File: src/rtl/delay91_ctrl.sv
// Request/acknowledge sequencer around an external 91-cycle counter: loads it,
// checks that its done level arrives exactly on time, and counts completions.
//
// state | meaning
// IDLE  | ready for a request
// LOAD  | one-cycle load pulse to the downstream counter
// WAIT  | counting elapsed cycles k, waiting for dn at k=92
// ERR   | early/late dn or timeout; sticky err until clr_err
module delay91_ctrl (
   input  logic       clk,
   input  logic       rst,
   input  logic       req_valid,
   output logic       req_ready,
   output logic       ld,
   input  logic       dn,
   output logic       done,
   output logic       busy,
   output logic       err,
   input  logic       clr_err,
   output logic [7:0] cnt
);

   typedef enum logic [1:0] {IDLE, LOAD, WAIT, ERR} state_t;

   localparam logic [6:0] K_DONE    = 7'd92;
   localparam logic [6:0] K_TIMEOUT = 7'd100;

   state_t     state;
   logic [6:0] k;

   // Outputs are registered alongside the state transition, so each output
   // reflects the state being entered rather than decoding inputs.
   always_ff @(posedge clk) begin
      if (rst) begin
         state     <= IDLE;
         k         <= '0;
         req_ready <= 1'b1;
         ld        <= 1'b0;
         done      <= 1'b0;
         busy      <= 1'b0;
         err       <= 1'b0;
         cnt       <= '0;
      end else begin
         ld   <= 1'b0;
         done <= 1'b0;
         case (state)
            IDLE: begin
               if (req_valid) begin
                  state     <= LOAD;
                  ld        <= 1'b1;
                  busy      <= 1'b1;
                  req_ready <= 1'b0;
               end
            end
            LOAD: begin
               state <= WAIT;
               k     <= 7'd1;
            end
            WAIT: begin
               if (dn && (k == K_DONE)) begin
                  state     <= IDLE;
                  done      <= 1'b1;
                  cnt       <= cnt + 8'd1;
                  busy      <= 1'b0;
                  req_ready <= 1'b1;
                  k         <= '0;
               end else if (dn || (k == K_TIMEOUT)) begin
                  // dn before or after k=92 is a protocol error, as is no dn by k=100
                  state <= ERR;
                  busy  <= 1'b0;
                  k     <= '0;
               end else begin
                  k <= k + 7'd1;
               end
            end
            ERR: begin
               if (clr_err) begin
                  state     <= IDLE;
                  err       <= 1'b0;
                  req_ready <= 1'b1;
               end else begin
                  err <= 1'b1;
               end
            end
            default: begin
               state     <= IDLE;
               busy      <= 1'b0;
               req_ready <= 1'b1;
               k         <= '0;
            end
         endcase
      end
   end

endmodule

File: config.mk
export PLATFORM = sky130hd
export DESIGN_NAME = delay91_ctrl
export DESIGN_NICKNAME = d
export VERILOG_FILES = /design/src/rtl/delay91_ctrl.sv
export SDC_FILE = /design/constraint.sdc
export NUM_CORES = 1
export LEC_CHECK = 0
export CAP_MARGIN = 20
export CORE_MARGIN = 1
export CORE_UTILIZATION = 56
export CTS_CLUSTER_SIZE = 14
export DETAILED_ROUTE_END_ITERATION = 7
export PLACE_DENSITY = 0.82
export SYNTH_ARGS = -nofsm -noshare
export SYNTH_HDL_FRONTEND = slang
export SYNTH_SLANG_ARGS = --single-unit
File: constraint.sdc
create_clock -name clk -period 3.7 [get_ports clk]
set_input_delay 0.555 -clock clk [delete_from_list [all_inputs] [get_ports clk]]
set_output_delay 0.555 -clock clk [all_outputs]
set_load 0.01 [all_outputs]
==> run summary, run 1 <==
The flow ran to the end, and the final reports show no timing, DRC or antenna violations. The startpoint identified for the worst register-to-register timing path is state[0]. The final non-filler cell area came out at 1410 µm².

The clock insertion delay at the later pin of the skew report came out at 0.31 ns. In this design, the stage delay of the slowest critical-path cell is 0.97 ns. The synthesized design contains 0 enable-type register cells.

The min-delay analysis places its worst path in the category register to register. The library cell used most frequently in the layout, excluding fill and tap cells, is dfxtp_1. The slowest stage of the critical path belongs to the cell clkdlybuf4s50_1. The minimum setup slack among reg-to-reg paths came out at 1.55 ns.

The wire length of the first global-routing pass came out at 3860 µm. The power consumption is 0.565 mW. In this run switching power makes up 31.5% of total power. The part of the total power dissipated in combinational logic came out at 27.9%. Static timing analysis puts the maximum clock frequency at 0.463 GHz. Global routing used 23.9% of the available tracks across all layers. In this run the cell area of the synthesized design comes to 1190 µm². The data arrival time at the worst-slack endpoint came out at 2.34 ns. The maximum number of pins on one net before global-route repair came out at 23. Global routing finished with a remaining overflow of 0. For this run, design rule violations remaining after detail routing come to 0. The mux cell area share after synthesis came out at 0.838%. In this run the worst path has a maximum fanout of 22. The first-iteration detailed-routing DRC count is 20. STA classifies the critical path endpoint as a register.

The share of Yosys cell area claimed by the top area cell type came out at 36.9%. The mean instance size in the synthesized netlist came out at 8.92 µm². The setup clock skew after layout is 0.00176 ns. The clock sink count is 22. The leakage dissipation came out at 0.557 nW.

STA classifies the critical path startpoint as a primary input. The power density over the cells came out at 402 nW/µm². The initial standard-cell utilization of the core came out at 60.3%.

Clock tree synthesis selected as its root buffer the cell clkbuf_4. The half-perimeter wire length of the detailed placement result came out at 1740 µm. In this run, post-CTS repair resized a total of 0 instances.

The kind of critical path is primary input to register. The path with the worst hold slack has its endpoint at err. The combinational family with the most area after synthesis is simple AND/OR/NAND/NOR gates. The number of buffers created by CTS is 3.

The first detailed-routing pass took 4 iterations. In this run the tool buffered the top-level ports with 17 buffer cells. In this run the critical register-to-register path is captured at state[0].

The critical path's most frequent cell is o21ai_0. The initial antenna violation count is 0. The die extent in y came out at 48.2 µm.

The share of flip-flops with an asynchronous set or reset is 0%. The peak supply drop came out at 0.000354 V. The synthesized netlist net count is 146. The core box area is 1980 µm².

The I/O pin total is 18. The flip-flop and latch count after synthesis is 22. The slew at the pin closest to its max-slew limit came out at 0.764 ns.

The standard cell area after detailed placement is 1370 µm². The normalized max-slew margin is 48.9%. The share of the yosys chip area belonging to registers came out at 36.9%. The share of total power dissipated in the clock network is 23.8%. Of all cell types, the one taking the most synthesized area is dfxtp_1.

The max-capacitance violation count came out at 0. Setup total negative slack on the finished layout was measured at 0 ns. After synthesis, the cell types taking the most area are dfxtp_1 37%, ha_1 7.3%, o21ai_0 3.8%.

Setup violations remaining at the end of the flow were counted as 0. The final count of pins violating max slew was 0. Once routing completed, OpenROAD measured the worst setup slack at 1.54 ns.

The net total in the final layout is 162. The distinct cell type count after synthesis is 44. The launch point of the worst hold path is err. The number of hold buffers added after cts came out at 0. The final routed wirelength across all metal layers is 2440 µm. For this run, the leading register cell type out of synthesis is dfxtp_1. The synthesized netlist cell count is 134.

The share of the clock period used by the worst path after layout is 58.4%. The TritonCTS clock tree is built. The adder-cell share of the synthesized area is 7.33%.

In the layout the commonest cells are 22 x dfxtp_1, 17 x clkdlybuf4s50_1, 9 x inv_1, 9 x nor2_1, 9 x o21ai_0. The internal power component is 0.387 mW. The CTS clock-pin slew for the worst setup and hold paths came out at 0.12 ns. The total number of placement rows came out at 16. The horizontal die dimension is 48.2 µm. The die area came out at 2320 µm². The xor/xnor share of the synthesized area came out at 3.66%. In this run the deepest clock path goes through 2 buffers. The ratio of routed vias to standard cells came out at 6.02.

The area fraction in compound gates after synthesis came out at 18.4%. Yosys printed 0 warnings. The via count of the first global-routing pass is 870. The count of nets left with antenna violations once routing finished came out at 0. Prior to clock tree synthesis, the placed netlist has a worst setup slack of 1.23 ns. The number of filler instances in the final layout is 155. The final weighted congestion in routability-driven placement is 0.873. The share of power burned in registers is 48.2%. Setup repair after global routing left no endpoint under its margin.

The average detailed-routed wire length per instance is 13.8 µm. The synthesized netlist devotes 27.6% of its cell area to simple gates. The signed area change from the synthesized netlist to the final layout came out at 17.7%. The net switching power of the design is 0.178 mW.

The shortest period the worst path allows came out at 2.16 ns. The critical path required time came out at 3.88 ns. In this run the number of H-tree levels came out at 1. Walking the worst path, the cells encountered are clkdlybuf4s50_1, inv_1, and4b_1, o21ai_0, o21ai_0. The final route contains 1059 vias. The ratio of cells with drive above 1 in the final layout is 5.37%. The hold violation total from the final report came out at 0. The post-CTS setup-driven buffer insertion count is 0. The hold-critical path depth came out at 2. The cell depth of the worst flop-to-flop path came out at 6. The number of diodes added for antenna fixing came out at 0.
==> registers in the layout, summed over array words and instances (netlist names) <==
name	cells
done	1
req_ready	1
busy	1
err	1
state	2
k	7
cnt	8
ld	1
==> worst max-delay path, delay by kind of cell <==
kind,cells,cell delay (ns)
compound gates,2,0.24
buf+inv,2,1.29
simple gates,1,0.26
==> power by group through the flow <==
stage | sequential, mW | combinational, mW | clock [mW]
after floorplan | 0.279 | 0.103 | 0
after global placement | 0.277 | 0.151 | 0
after detailed placement | 0.278 | 0.156 | 0
after CTS | 0.273 | 0.158 | 0.136
after global routing | 0.276 | 0.177 | 0.149
final | 0.273 | 0.158 | 0.135
==> final cells by class <==
class                      count  area (µm²)  area share (%)
timing repair buffer          17         170            12.1
multi-input combinational     97         692            49.2
tap                           27        33.8            2.40
clock buffer                   4        36.3            2.58
inverter                       9        33.8            2.40
sequential                    22         440            31.3
==> per-layer routing <==
| metal | up-vias | part of all wire [%] | GRT usage [%] |
|---|---|---|---|
| met5 | - | 0 | 0 |
| met1 | 506 | 48 | 31.6 |
| met4 | 0 | 1.1 | 9.44 |
| li1 | 523 | - | - |
| met2 | 26 | 47 | 38.9 |
| met3 | 4 | 3.8 | 3.33 |
==> worst max path at each step <==
stage	start	to	slack (ns)	cells past startpoint
after floorplan	k[0]	state[0]	2.10	7
after global placement	rst	k[4]	1.29	5
after detailed placement	rst	k[4]	1.23	5
after CTS	state[0]	state[0]	1.53	6
after global routing	state[0]	state[0]	1.38	6
final	rst	k[4]	1.54	5
==> cell families after synthesis <==
logic type      count (synthesis)
simple gates                   51
buf+inv                        15
mux                             1
fa+ha+maj                       7
xor+xnor                        5
compound gates                 33
flops                          22
==> synth_stat cells (2+ instances only) <==
| cell type | instances |
|---|---|
| nor3b_1 | 4 |
| inv_1 | 9 |
| nand3_1 | 4 |
| o21ai_0 | 9 |
| dfxtp_1 | 22 |
| nor2_1 | 9 |
| a211oi_1 | 2 |
| and3_1 | 6 |
| nand2_1 | 4 |
| a21oi_1 | 7 |
| a311oi_1 | 2 |
| and4_1 | 3 |
| nand4_1 | 5 |
| nand2b_1 | 2 |
| buf_2 | 2 |
| xor2_1 | 5 |
| ha_1 | 7 |
| clkbuf_1 | 2 |
| nor2b_1 | 2 |
| and4b_1 | 2 |
| o21a_1 | 3 |
==> stage by stage <==
stage	hold WS [ns]	std cells	utilization, %
2_1_floorplan	0.478	134	-
5_1_grt	0.551	176	71.0
3_5_place_dp	0.495	172	69.1
4_1_cts	0.508	176	71.0
6_report	0.512	176	71.0
3_3_place_gp	0.480	172	69.1
Note: power is estimated with default switching activity, not from simulation.
==> inputs of run 2 (changes only) <==
Settings changed: CORE_UTILIZATION 56 to 52, PLACE_DENSITY 0.82 to 0.77.
Clock period 3.7 ns to 2 ns, I/O delays scaled along.
==> run summary, run 2 (same netlist as run 1, synthesis figures left out) <==
The run finished with clean final reports. The H-tree depth came out at 1 (unchanged). The global routing usage summed across all routing layers is 23.2% (-0.61 points). The final weighted congestion in routability-driven placement is 0.843 (-3.4%). Leaving out fill and tap cells, the most frequent cells in the layout are 22 x dfxtp_1, 17 x clkdlybuf4s50_1, 9 x inv_1, 9 x nor2_1, 9 x o21ai_0. The final sum of negative setup slack is 0 ns (unchanged). The area of the multi-input gates is 692 µm² (unchanged).

The via count of the first global-routing pass is 990 (+14%). The tree is rooted in a clkbuf_4. The number of hold buffers added after cts was 0 (unchanged). The number of non-filler instances in the completed layout came out at 180 (+2.3%). The TritonCTS clock tree is built. Setup repair after global routing left no endpoint under its margin.

The total number of placement rows came out at 16 (unchanged). The minimum setup slack among reg-to-reg paths was 0.24 ns (-1.31 ns). The maximum operating frequency is 0.569 GHz. The horizontal die dimension is 49.9 µm (+3.6%).

The slew at the pin closest to its max-slew limit is 0.416 ns (-0.348 ns). STA classifies the critical path endpoint as a register. The startpoint type of the worst setup path is a register. The critical path required time is 2.20 ns (-1.68 ns). Counting I/O delays and the setup requirement, the final critical path takes 1.76 ns. The normalized max-slew margin is 72.2% (+23 points). The global-route congestion overflow total came to 0 (unchanged).

The die area came out at 2490 µm² (+7.4%). The leakage dissipation is 0.584 nW (+4.9%). In the final layout, the registers with the most flip-flops are cnt (8), k (7), state (2). The I/O pin total is 18 (unchanged). The die extent in y is 49.9 µm (+3.6%). The final setup violation count was 0 (unchanged). The cell depth of the worst flop-to-flop path came to 7 (+1). The worst slack at placement is 0.0600 ns (-1.17 ns).

In this run the critical register-to-register path is captured at k[5]. The ratio of cells with drive above 1 in the final layout was 7.84% (+2.5 points). The min-delay analysis places its worst path in the category register to register. The clock sink count came out at 22 (unchanged). The hold-critical path depth is 2 (unchanged). The largest register by flop count is cnt. The core box area is 2060 µm² (+4.0%). The final count of pins violating max slew came to 0 (unchanged). The placed cell count came out at 176 (+2.3%).

The number of buffers created by CTS is 3 (unchanged). The flip-flop count of the largest register, all copies and words added came out at 8 (unchanged). The initial antenna violation count is 0 (unchanged). The critical path in this run is classified as register to register. The via total after detailed routing was 1095 (+3.4%). The maximum number of pins on one net before global-route repair came out at 22 (-4.3%). The setup clock skew after layout came out at 0.00401 ns (+0.00226 ns).

The net total in the final layout is 166 (+2.5%). After layout, the worst path uses 87.8% of the clock period. The CTS clock-pin slew for the worst setup and hold paths is 0.13 ns (about the same). The maximum fanout encountered on the critical timing path came out at 10 (-55%). The worst register-to-register path begins at k[0]. The initial standard-cell utilization of the core came out at 57.9% (-2.3 points). For hold timing, the worst endpoint is err. The hold violation total from the final report is 0 (unchanged). The first-pass iteration count of the detailed router is 5 (+1). The post-CTS setup-driven buffer insertion count came out at 0 (unchanged). The number of buffers on the longest clock path is 2 (unchanged). The worst path setup slack after routing came out at 0.243 ns (-1.30 ns). The area occupied by registers is 440 µm² (unchanged). The signed area change from the synthesized netlist to the final layout is 21.6%. The post-cts gate resize count was 0 (unchanged). Leaving out fill and tap cells, the most frequent cell in the layout is dfxtp_1. The half-perimeter wire length of the detailed placement result came to 1920 µm (+10%). The peak supply drop came to 0.000421 V (+19%). The count of input and output buffers is 17 (unchanged). The remaining routing DRC violations is 0 (unchanged). The post-route worst hold slack came out at 0.511 ns (-0.000768 ns).

The data arrival time at the worst-slack endpoint is 1.95 ns (-0.39 ns). The number of diodes added for antenna fixing is 0 (unchanged). The first-iteration detailed-routing DRC count is 25 (+25%). The count of antenna-violating nets left after detailed routing is 0 (unchanged). The number of filler instances in the final layout came out at 152 (-1.9%). The power density over the cells came out at 795 nW/µm² (+98%). The startpoint identified for the worst hold timing path is err. The average detailed-routed wire length per instance is 14.8 µm (+6.9%). The clock insertion delay at the later pin of the skew report is 0.30 ns (about the same). The final routed wirelength across all metal layers is 2660 µm (+9.4%).

The max-capacitance violation count came to 0 (unchanged). The wire length of the first global-routing pass is 4410 µm (+14%). The ratio of routed vias to standard cells was 6.08 (+1.1%).
run 2: cell count changes in the layout (fill, tap and decap cells not counted):
| cell | change |
|---|---|
| bufinv_16 | +1 |
| buf_4 | +4 |
| clkbuf_8 | -1 |
run 2: critical path: stages, from the launching register on:
cell and delay, ns:
dfxtp_1 0.37, inv_1 0.09, ha_1 0.14, and3_1 0.42, a21boi_1 0.17, buf_4 0.19
a41oi_1 0.19, o41ai_1 0.09
run 2: worst max-delay path by stage:
stage	start	endpoint	slack, ns
finish	k[0]	k[5]	0.24
CTS	k[0]	k[5]	0.24
floorplan	k[0]	state[0]	0.40
global placement	dn	cnt[6]	0.09
global route	k[0]	k[1]	0.14
detailed placement	dn	cnt[6]	0.06
run 2: through the flow:
| stage | util, % | instance area (µm²) | power [mW] |
|---|---|---|---|
| 2_1_floorplan | - | 1190 | 0.708 |
| 3_3_place_gp | 67.9 | 1400 | 0.811 |
| 3_5_place_dp | 67.9 | 1400 | 0.824 |
| 4_1_cts | 70.4 | 1450 | 1.16 |
| 5_1_grt | 70.4 | 1450 | 1.21 |
| 6_report | 70.4 | 1450 | 1.16 |
run 2: where the power goes:
part | switching [mW] | internal, mW | total, mW
combinational | 0.165 | 0.143 | 0.309
clock | 0.137 | 0.202 | 0.340
sequential | 0.0317 | 0.475 | 0.506
run 2: per-layer routing:
metal / GRT usage (%) / vias to the layer above / routed length, µm
met5: 0 / - / 0
met4: 9.52 / 0 / 44
met3: 4.32 / 6 / 136
met2: 41.4 / 35 / 1270
met1: 26.8 / 524 / 1220
li1: - / 530 / -
run 2: area by class of cell:
type / instances / share of cell area, %
multi-input combinational: 97 / 47.6
sequential: 22 / 30.3
timing repair buffer: 21 / 13.8
inverter: 9 / 2.33
tap: 27 / 2.33
clock inverter: 1 / 2.07
clock buffer: 3 / 1.55
==> inputs of run 3 (changes only) <==
Settings changed: ABC_CLOCK_PERIOD_IN_PS from default to 2000, GPL_TIMING_DRIVEN from default to 0.
==> run summary, run 3 (same netlist as run 1, synthesis figures left out) <==
The standard cell area after detailed placement is 1400 µm² (about the same). The CTS clock-pin slew for the worst setup and hold paths came to 0.13 ns (about the same). The die extent in y is 49.9 µm (unchanged).

The clock sink count is 22 (unchanged). The hold violation total from the final report is 0 (unchanged). Clock tree synthesis selected as its root buffer the cell clkbuf_4. The largest register by flop count is cnt. The critical path in this run is classified as register to register. The via count of the first global-routing pass came out at 947 (-4.3%). The number of buffers on the longest clock path is 2 (unchanged). The count of input and output buffers came out at 17 (unchanged). The number of buffers created by CTS is 3 (unchanged).

The half-perimeter wire length of the detailed placement result came out at 1850 µm (-3.2%). The number of diodes added for antenna fixing is 0 (unchanged). The clock insertion delay at the later pin of the skew report came out at 0.31 ns (about the same).

The net switching power of the design came out at 0.341 mW (+2.0%). The final sum of negative setup slack is 0 ns (unchanged). TritonCTS built the clock tree. The net total in the final layout was 168 (+1.2%). The wire length of the first global-routing pass is 4390 µm (-0.48%).

The critical path required time is 2.21 ns (about the same). The kind of cell with the highest combined delay along the critical path is compound AO/OA/AOI/OAI gates. The signed area change from the synthesized netlist to the final layout came out at 21.8%. The maximum fanout encountered on the critical timing path is 10 (unchanged).

The data arrival time at the worst-slack endpoint came to 2.01 ns (+0.06 ns). The cell count along the critical path came out at 7 (unchanged). The via total after detailed routing came out at 1080 (-1.4%). The horizontal die dimension came out at 49.9 µm (unchanged). The area of the multi-input gates came to 696 µm² (+0.54%). The H-tree depth came out at 1 (unchanged). The flip-flop count of the largest register, all copies and words added came out at 8 (unchanged).

The die area is 2490 µm² (unchanged). The hold-critical path depth came to 2 (unchanged). Walking the worst path, the cells encountered are inv_1, ha_1, and3_1, buf_2, a21boi_2, o21ai_0, o311a_1. The power density over the cells is 792 nW/µm² (-0.38%).

The normalized max-slew margin came out at 68.7% (-3.5 points). The ratio of routed vias to standard cells is 5.93 (-2.5%). The worst path setup slack after routing came out at 0.199 ns (-0.0438 ns).

The final setup violation count came out at 0 (unchanged). STA classifies the critical path startpoint as a register. The final routed wirelength across all metal layers is 2630 µm (-1.4%). The share of power burned in registers came out at 43.9% (about the same).

The setup clock skew after layout was 0.00457 ns (+0.000555 ns). In the final layout, the registers with the most flip-flops are cnt (8), k (7), state (2). Tracing the worst setup path back leads to its startpoint at k[0]. The maximum operating frequency came out at 0.555 GHz (-2.4%). Following the worst setup path forward leads to its endpoint at state[0]. The I/O pin total is 18 (unchanged).

The peak supply drop is 0.000495 V (+18%). The first-iteration detailed-routing DRC count came to 31 (+24%). The remaining routing DRC violations is 0 (unchanged). The slowest stage cell on the critical path is dfxtp_1. The switching power share of the total is 29.6% (+0.64 points). The leakage dissipation came out at 0.584 nW (about the same).

The final core area utilization is 70.6% (+0.12 points). The initial antenna violation count is 0 (unchanged). The global-route congestion overflow total came to 0 (unchanged). Leaving out fill and tap cells, the most frequent cell in the layout is dfxtp_1.

In the layout the commonest cells are 22 x dfxtp_1, 17 x clkdlybuf4s50_1, 9 x inv_1, 9 x nor2_1, 9 x o21ai_0. The average detailed-routed wire length per instance came out at 14.4 µm (-2.5%). The worst register-to-register path begins at k[0]. The worst slack at placement was 0.0863 ns (+0.0263 ns). The initial standard-cell utilization of the core is 57.9% (unchanged). The core box area was 2060 µm² (unchanged). The max-capacitance violation count is 0 (unchanged).

The number of filler instances in the final layout is 163 (+7.2%). The post-CTS setup-driven buffer insertion count is 0 (unchanged). The final weighted congestion in routability-driven placement is 0.882 (+4.6%).

The cell depth of the worst flop-to-flop path came out at 7 (unchanged). Setup repair after global routing left no endpoint under its margin. The global routing usage summed across all routing layers is 22.8% (-0.48 points).

The run finished with clean final reports. The total number of placement rows is 16 (unchanged). The power consumption came out at 1.15 mW (-0.20%). The clock power share came out at 30.1% (+0.7 points). The number of buffer and inverter instances along the worst setup path came out at 2 (unchanged). The worst setup path is captured at a register. The number of hold buffers added after cts came out at 0 (unchanged). The first-pass iteration count of the detailed router is 4 (-1). The ratio of cells with drive above 1 in the final layout came out at 7.74% (-0.10 points). The maximum number of pins on one net before global-route repair is 14 (-36%). The area occupied by registers was 440 µm² (unchanged). The share of the clock period used by the worst path after layout is 90.0% (+2.2 points).

The count of antenna-violating nets left after detailed routing is 0 (unchanged). The delay of the slowest cell on the worst path came to 0.43 ns (about the same). The capture point of the worst reg-to-reg path is state[0].

The internal power component came out at 0.811 mW (-1.1%). The shortest period the worst path allows is 1.80 ns (+0.0438 ns). The worst hold path belongs to the class register to register.

The part of the total power dissipated in combinational logic came out at 26.0% (-0.7 points). The minimum setup slack among reg-to-reg paths came out at 0.20 ns (-0.04 ns). The final count of pins violating max slew came out at 0 (unchanged).

The slew at the pin closest to its max-slew limit is 0.469 ns (+0.0526 ns). The final non-filler cell area came out at 1460 µm² (+0.17%).
==> run 3: metal layers <==
metal | up-vias | GRT usage [%] | part of all wire [%]
met5 | - | 0 | 0
met4 | 0 | 7.14 | 1.6
met3 | 9 | 3.70 | 3.2
met2 | 34 | 41.0 | 49
met1 | 502 | 27.1 | 46
li1 | 535 | - | -
==> run 3: tightest hold or removal path, stage by stage (launching register included) <==
cell	delay [ns]
dfxtp_1	0.34
o21ai_0	0.07
a21oi_1	0.06
==> run 3: stage by stage <==
step                      hold slack [ns]  std cells
after floorplan                     0.399        134
after global placement              0.475        178
after detailed placement            0.487        178
after CTS                           0.504        182
after global routing                0.529        182
final                               0.500        182
==> run 3: power by group through the flow <==
stage | clock network, mW | logic (mW) | registers, mW
6_report | 0.347 | 0.299 | 0.507
5_1_grt | 0.367 | 0.334 | 0.510
4_1_cts | 0.350 | 0.297 | 0.506
3_5_place_dp | 0 | 0.295 | 0.516
3_3_place_gp | 0 | 0.284 | 0.513
2_1_floorplan | 0 | 0.191 | 0.517
==> run 3: final cells by class <==
class / instances / share of cell area (%)
clock buffers: 3 / 1.55
clock inverters: 1 / 2.06
plain buffers: 6 / 1.98
flip-flops and latches: 22 / 30.3
repair buffers: 17 / 11.7
multi-input cells: 97 / 47.8
well taps: 27 / 2.32
inverters: 9 / 2.32
==> run 3: how the worst min path moves through the flow <==
stage / from / end / slack, ns
2_1_floorplan: clr_err / err / 0.40
3_3_place_gp: busy / busy / 0.48
3_5_place_dp: busy / busy / 0.49
4_1_cts: busy / busy / 0.50
5_1_grt: busy / busy / 0.53
6_report: busy / busy / 0.50
==> run 3: what timing repair did <==
action,in CTS,in global routing
resized for setup,0,1
endpoints found under the hold margin,0,0
endpoints found under the setup margin,0,5
